**config.mk**
```make
export PLATFORM = sky130hd
export DESIGN_NAME = icache_direct
export DESIGN_NICKNAME = d
export VERILOG_FILES = /design/src/rtl/icache_direct_pkg.sv /design/src/rtl/icache_sat_counter.sv /design/src/rtl/icache_direct.sv
export SDC_FILE = /design/constraint.sdc
export NUM_CORES = 1
export LEC_CHECK = 0
export BUFFER_PORTS_ARGS = -buffer_cell sky130_fd_sc_hd__buf_2
export CORE_MARGIN = 5
export CORE_UTILIZATION = 42
export CTS_CLUSTER_DIAMETER = 30
export DETAILED_ROUTE_END_ITERATION = 10
export PLACE_DENSITY = 0.67
export SYNTH_ARGS = -nofsm -noshare
export SYNTH_HDL_FRONTEND = slang
export SYNTH_SLANG_ARGS = --single-unit
```
**constraint.sdc**
```tcl
create_clock -name clk -period 9.4 [get_ports clk]
set_input_delay 1.41 -clock clk [delete_from_list [all_inputs] [get_ports clk]]
set_output_delay 1.41 -clock clk [all_outputs]
set_load 0.01 [all_outputs]
```
**src/rtl/icache_direct_pkg.sv**
```systemverilog
// Shared geometry and FSM encodings for the direct-mapped instruction cache.
package icache_direct_pkg;

    localparam int WORD_SIZE   = 16;
    localparam int OFFSET_BITS = 2;
    localparam int INDEX_BITS  = 3;
    localparam int TAG_BITS    = WORD_SIZE - OFFSET_BITS - INDEX_BITS;
    localparam int LINE_WORDS  = 1 << OFFSET_BITS;
    localparam int NUM_LINES   = 1 << INDEX_BITS;
    localparam int LINE_BITS   = WORD_SIZE * LINE_WORDS;

    typedef enum logic [1:0] {
        IDLE = 2'd0,
        MISS = 2'd1,
        FILL = 2'd2
    } cacheState_e;

    typedef logic [LINE_WORDS-1:0][WORD_SIZE-1:0] line_t;

endpackage

```
**src/rtl/icache_sat_counter.sv**
```systemverilog
// Saturating event counter; sticks at all-ones instead of wrapping.
module icache_sat_counter #(
    parameter int W = 16
) (
    input  logic         clk,
    input  logic         reset_n,
    input  logic         inc,
    output logic [W-1:0] count
);

    always_ff @(posedge clk or negedge reset_n) begin
        if (!reset_n)
            count <= '0;
        else if (inc && (count != '1))
            count <= count + 1'b1;
    end

endmodule

```
**src/rtl/icache_direct.sv**
```systemverilog
// Direct-mapped read-only instruction cache: 0-cycle hits, whole-line refill
// on a miss, flush-all, and saturating hit/miss counters.
module icache_direct
    import icache_direct_pkg::*;
(
    input  logic                 clk,
    input  logic                 reset_n,
    input  logic                 cpu_read,
    input  logic [WORD_SIZE-1:0] cpu_addr,
    output logic [WORD_SIZE-1:0] cpu_data,
    output logic                 cpu_ready,
    input  logic                 flush,
    output logic                 mem_read,
    output logic [WORD_SIZE-1:0] mem_addr,
    input  logic [LINE_BITS-1:0] mem_data,
    input  logic                 mem_ready,
    output logic [WORD_SIZE-1:0] hit_count,
    output logic [WORD_SIZE-1:0] miss_count
);

    logic [TAG_BITS-1:0]    reqTag;
    logic [INDEX_BITS-1:0]  reqIndex;
    logic [OFFSET_BITS-1:0] reqOffset;
    logic [TAG_BITS-1:0]    fillTag;
    logic [INDEX_BITS-1:0]  fillIndex;

    logic [NUM_LINES-1:0]   valid;
    logic [TAG_BITS-1:0]    tagMem  [NUM_LINES];
    line_t                  dataMem [NUM_LINES];

    cacheState_e state, nextState;
    logic        flushPend;
    logic        hit, missStart, flushNow, fillWrite;

    assign reqTag    = cpu_addr[WORD_SIZE-1 -: TAG_BITS];
    assign reqIndex  = cpu_addr[OFFSET_BITS +: INDEX_BITS];
    assign reqOffset = cpu_addr[OFFSET_BITS-1:0];

    // The latched line base doubles as the refill target.
    assign fillTag   = mem_addr[WORD_SIZE-1 -: TAG_BITS];
    assign fillIndex = mem_addr[OFFSET_BITS +: INDEX_BITS];

    always_comb begin
        nextState = state;
        hit       = 1'b0;
        missStart = 1'b0;
        flushNow  = 1'b0;
        fillWrite = 1'b0;
        case (state)
            IDLE: begin
                flushNow  = flush | flushPend;
                hit       = cpu_read & valid[reqIndex] &
                            (tagMem[reqIndex] == reqTag) & ~flushNow;
                missStart = cpu_read & ~hit & ~flushNow;
                if (missStart)
                    nextState = MISS;
            end
            MISS: begin
                if (mem_ready) begin
                    fillWrite = 1'b1;
                    nextState = FILL;
                end
            end
            FILL:    nextState = IDLE;
            default: nextState = IDLE;
        endcase
    end

    // Gate data with hit so the port reads zero while storage is uninitialised.
    assign cpu_ready = hit;
    assign cpu_data  = hit ? dataMem[reqIndex][reqOffset] : '0;

    always_ff @(posedge clk or negedge reset_n) begin
        if (!reset_n) begin
            state     <= IDLE;
            flushPend <= 1'b0;
            mem_read  <= 1'b0;
            mem_addr  <= '0;
            valid     <= '0;
        end else begin
            state <= nextState;

            if (flushNow)
                flushPend <= 1'b0;
            else if (flush)
                flushPend <= 1'b1;

            if (missStart) begin
                mem_read <= 1'b1;
                mem_addr <= {reqTag, reqIndex, {OFFSET_BITS{1'b0}}};
            end else if (fillWrite) begin
                mem_read <= 1'b0;
            end

            // A flush pending across a refill wins once back in IDLE.
            if (flushNow)
                valid <= '0;
            else if (fillWrite)
                valid[fillIndex] <= 1'b1;
        end
    end

    always_ff @(posedge clk) begin
        if (fillWrite) begin
            dataMem[fillIndex] <= mem_data;
            tagMem[fillIndex]  <= fillTag;
        end
    end

    icache_sat_counter #(.W(WORD_SIZE)) hitCounter (
        .clk     (clk),
        .reset_n (reset_n),
        .inc     (hit),
        .count   (hit_count)
    );

    icache_sat_counter #(.W(WORD_SIZE)) missCounter (
        .clk     (clk),
        .reset_n (reset_n),
        .inc     (missStart),
        .count   (miss_count)
    );

endmodule

```
==> qor.csv <==
metric;value;unit
outcome;finished, final reports clean;
start_util;42.40;%
end_kind;output port;
ys_types;52;
arrival;4640;ps
row_count;90;
place_congestion;0.7386;
fin_nets;1474;
grt_pass1_vias;13080;
grt_usage;16.76;%
crit_path_start_kind;input port;
fin_skew;29.01;ps
criticalPathCategory;input port to output port;
cts_buffers;113;
portBuffers;148;
cts.sinks;658;
final_cells;2268;
cts.clk_slew.worst_paths;40;ps
synth-async-reset-ratio;8.815;%
clockRootBuffer;clkbuf_16;
clk_latency;650;ps
rsz0062_at_grt;false;
htree_levels;3;
fin_hold_ws;487.5;ps
wl_per_cell;24.34;um
hold_class;register to register;
syn_to_final_growth;21.86;%
slew_headroom;30.72;%
grt_start_max_net_pins;80;
cp_max_fo;78;
grt_antenna_before_repair;17;
io_pins;151;
die_h;256.8;um
drt-total-wl;55200;um
dieArea;65970;um^2
utilization;51.67;%
die_w;256.8;um
syn_area;25590;um^2
cts_tree;done;
vias;12350;
drive_gt1_share;37.69;%
ys_seq_elements;658;
via_per_inst;5.446;
synth_warnings;0;
synthFlopType;edfxtp_1;
hold_buffers;0;
worst_slew_pin_slew;1039;ps
final.period_utilization;64.39;%
period_needed;6053;ps
power.density;258.0;nW/um^2
syn_inst;1155;
ir_worst_vdd;0.0001607;V
syn_avg_cell_area;22.16;um^2
slew_violations;0;
synth-edff-count;600;
ys_seq_area_share;76.07;%
drc_errors;0;
ant_nets;0;
core;60360;um^2
max_cap_viol_count;0;
clk_path_buf_depth;3;
finalHoldViolations;0;
drt_pass1_iterations;5;
final.setup.tns;0;ps
grt.overflow.total;0;
placed_area;27320;um^2
setup_viol;0;
max_freq;165.2;MHz
dp_hpwl;30170;um
drt_iter0_markers;1084;
postLayoutCellArea;31190;um^2
post_cts_buffers;0;
leakage;10.78;nW
grt_pass1_wl;83590;um
required;7990;ps
dpl.cell_count;2054;
cts_resized;0;
registers in the layout, summed over array words and instances, names as in the netlist:
name               flops
dataMem              512
flushPend              1
hitCounter.count      16
mem_addr              14
mem_read               1
missCounter.count     16
state                  2
tagMem                88
valid                  8
synth_stat cells (4+ instances only):
library cell | n | share of area, %
nor4_1 | 4 | 0.098
clkbuf_1 | 21 | 0.31
o21a_1 | 8 | 0.23
nor3_1 | 15 | 0.29
nand2_1 | 15 | 0.22
nand4_1 | 8 | 0.20
buf_1 | 7 | 0.10
inv_1 | 5 | 0.073
nand3_1 | 14 | 0.27
nand2b_1 | 7 | 0.17
buf_2 | 22 | 0.43
dfrtp_1 | 58 | 5.7
xor2_1 | 27 | 0.92
mux2i_1 | 41 | 1.6
nor2_1 | 34 | 0.50
buf_4 | 4 | 0.12
mux4_2 | 173 | 15
mux2_2 | 20 | 0.88
a22oi_1 | 7 | 0.21
edfxtp_1 | 600 | 70
xnor2_1 | 4 | 0.14
a22o_1 | 4 | 0.14
and3_1 | 8 | 0.20
placed cells by master, fill, tap and decap left out, types with 20 or more instances in the layout:
cell       instances
buf_2            145
buf_4             23
clkbuf_16        114
dfrtp_1           58
edfxtp_1         600
mux2_2            20
mux2i_1           41
mux4_2           173
nor2_1            28
xor2_1            27
where the power goes:
group          internal, mW  leakage (nW)  total (mW)  switching, mW
clock network          2.68          1.85        4.06           1.38
registers              3.39          6.16        3.49         0.0951
logic                 0.204          2.76       0.499          0.294
kinds of logic (layout without fill, tap and decap cells):
family                     count (synthesis)  after routing  synth area share, %
and+or+nand+nor                          133            133                2.875
adders and majority gates                  2              2              0.09776
other                                      1              5              0.01465
muxes                                    235            235                17.80
buffers and inverters                     60            387                1.076
DFF                                      658            658                76.07
AOI/OAI and AO/OA                         35             35                1.007
xor gates and xnor gates                  31             31                1.061
cell type report:
cell class,count,area (um^2)
diodes,3,7.507
well taps,782,978.4
inverters,5,18.77
fillers,4686,29170
clock buffers,133,2954
clock inverters,78,908.4
flip-flops and latches,658,19470
multi-input cells,438,5907
repair buffers,171,944.7
critical path, cell delays in order:
cell     delay [ps]
buf_8           600
buf_12          550
mux2i_1         250
nand3_1          90
o211a_1         190
xor2_1          160
or2_2           330
or3_4           570
nor2_1          180
buf_2           160
layer usage:
layer	vias up	track usage, %	routed length (um)
met2	368	27.87	27860
met3	108	4.122	3472
met4	16	5.532	1405
li1	5345	-	-
met1	6515	21.94	22350
met5	-	0	115
stage by stage:
step / power, mW / setup slack (ps)
2_1_floorplan: 3.812 / 1766
3_3_place_gp: 4.031 / 3267
3_5_place_dp: 4.051 / 3285
4_1_cts: 8.123 / 3259
5_1_grt: 8.318 / 2989
6_report: 8.047 / 3347
worst paths after layout:
kind                                  start                   end  slack [ps]  cells after the start
worst max-delay path            cpu_addr[2]          cpu_data[12]        3350                     10
worst min-delay path               valid[4]              valid[4]         490                      1
worst max register to register     state[1]        dataMem[5][24]        6120                      4
worst min register to register     valid[4]              valid[4]         490                      1
max in group asynchronous           reset_n           mem_addr[4]        7890                      2
min in group asynchronous           reset_n  hitCounter.count[12]         950                      2
Note: power is estimated with default switching activity, not from simulation.
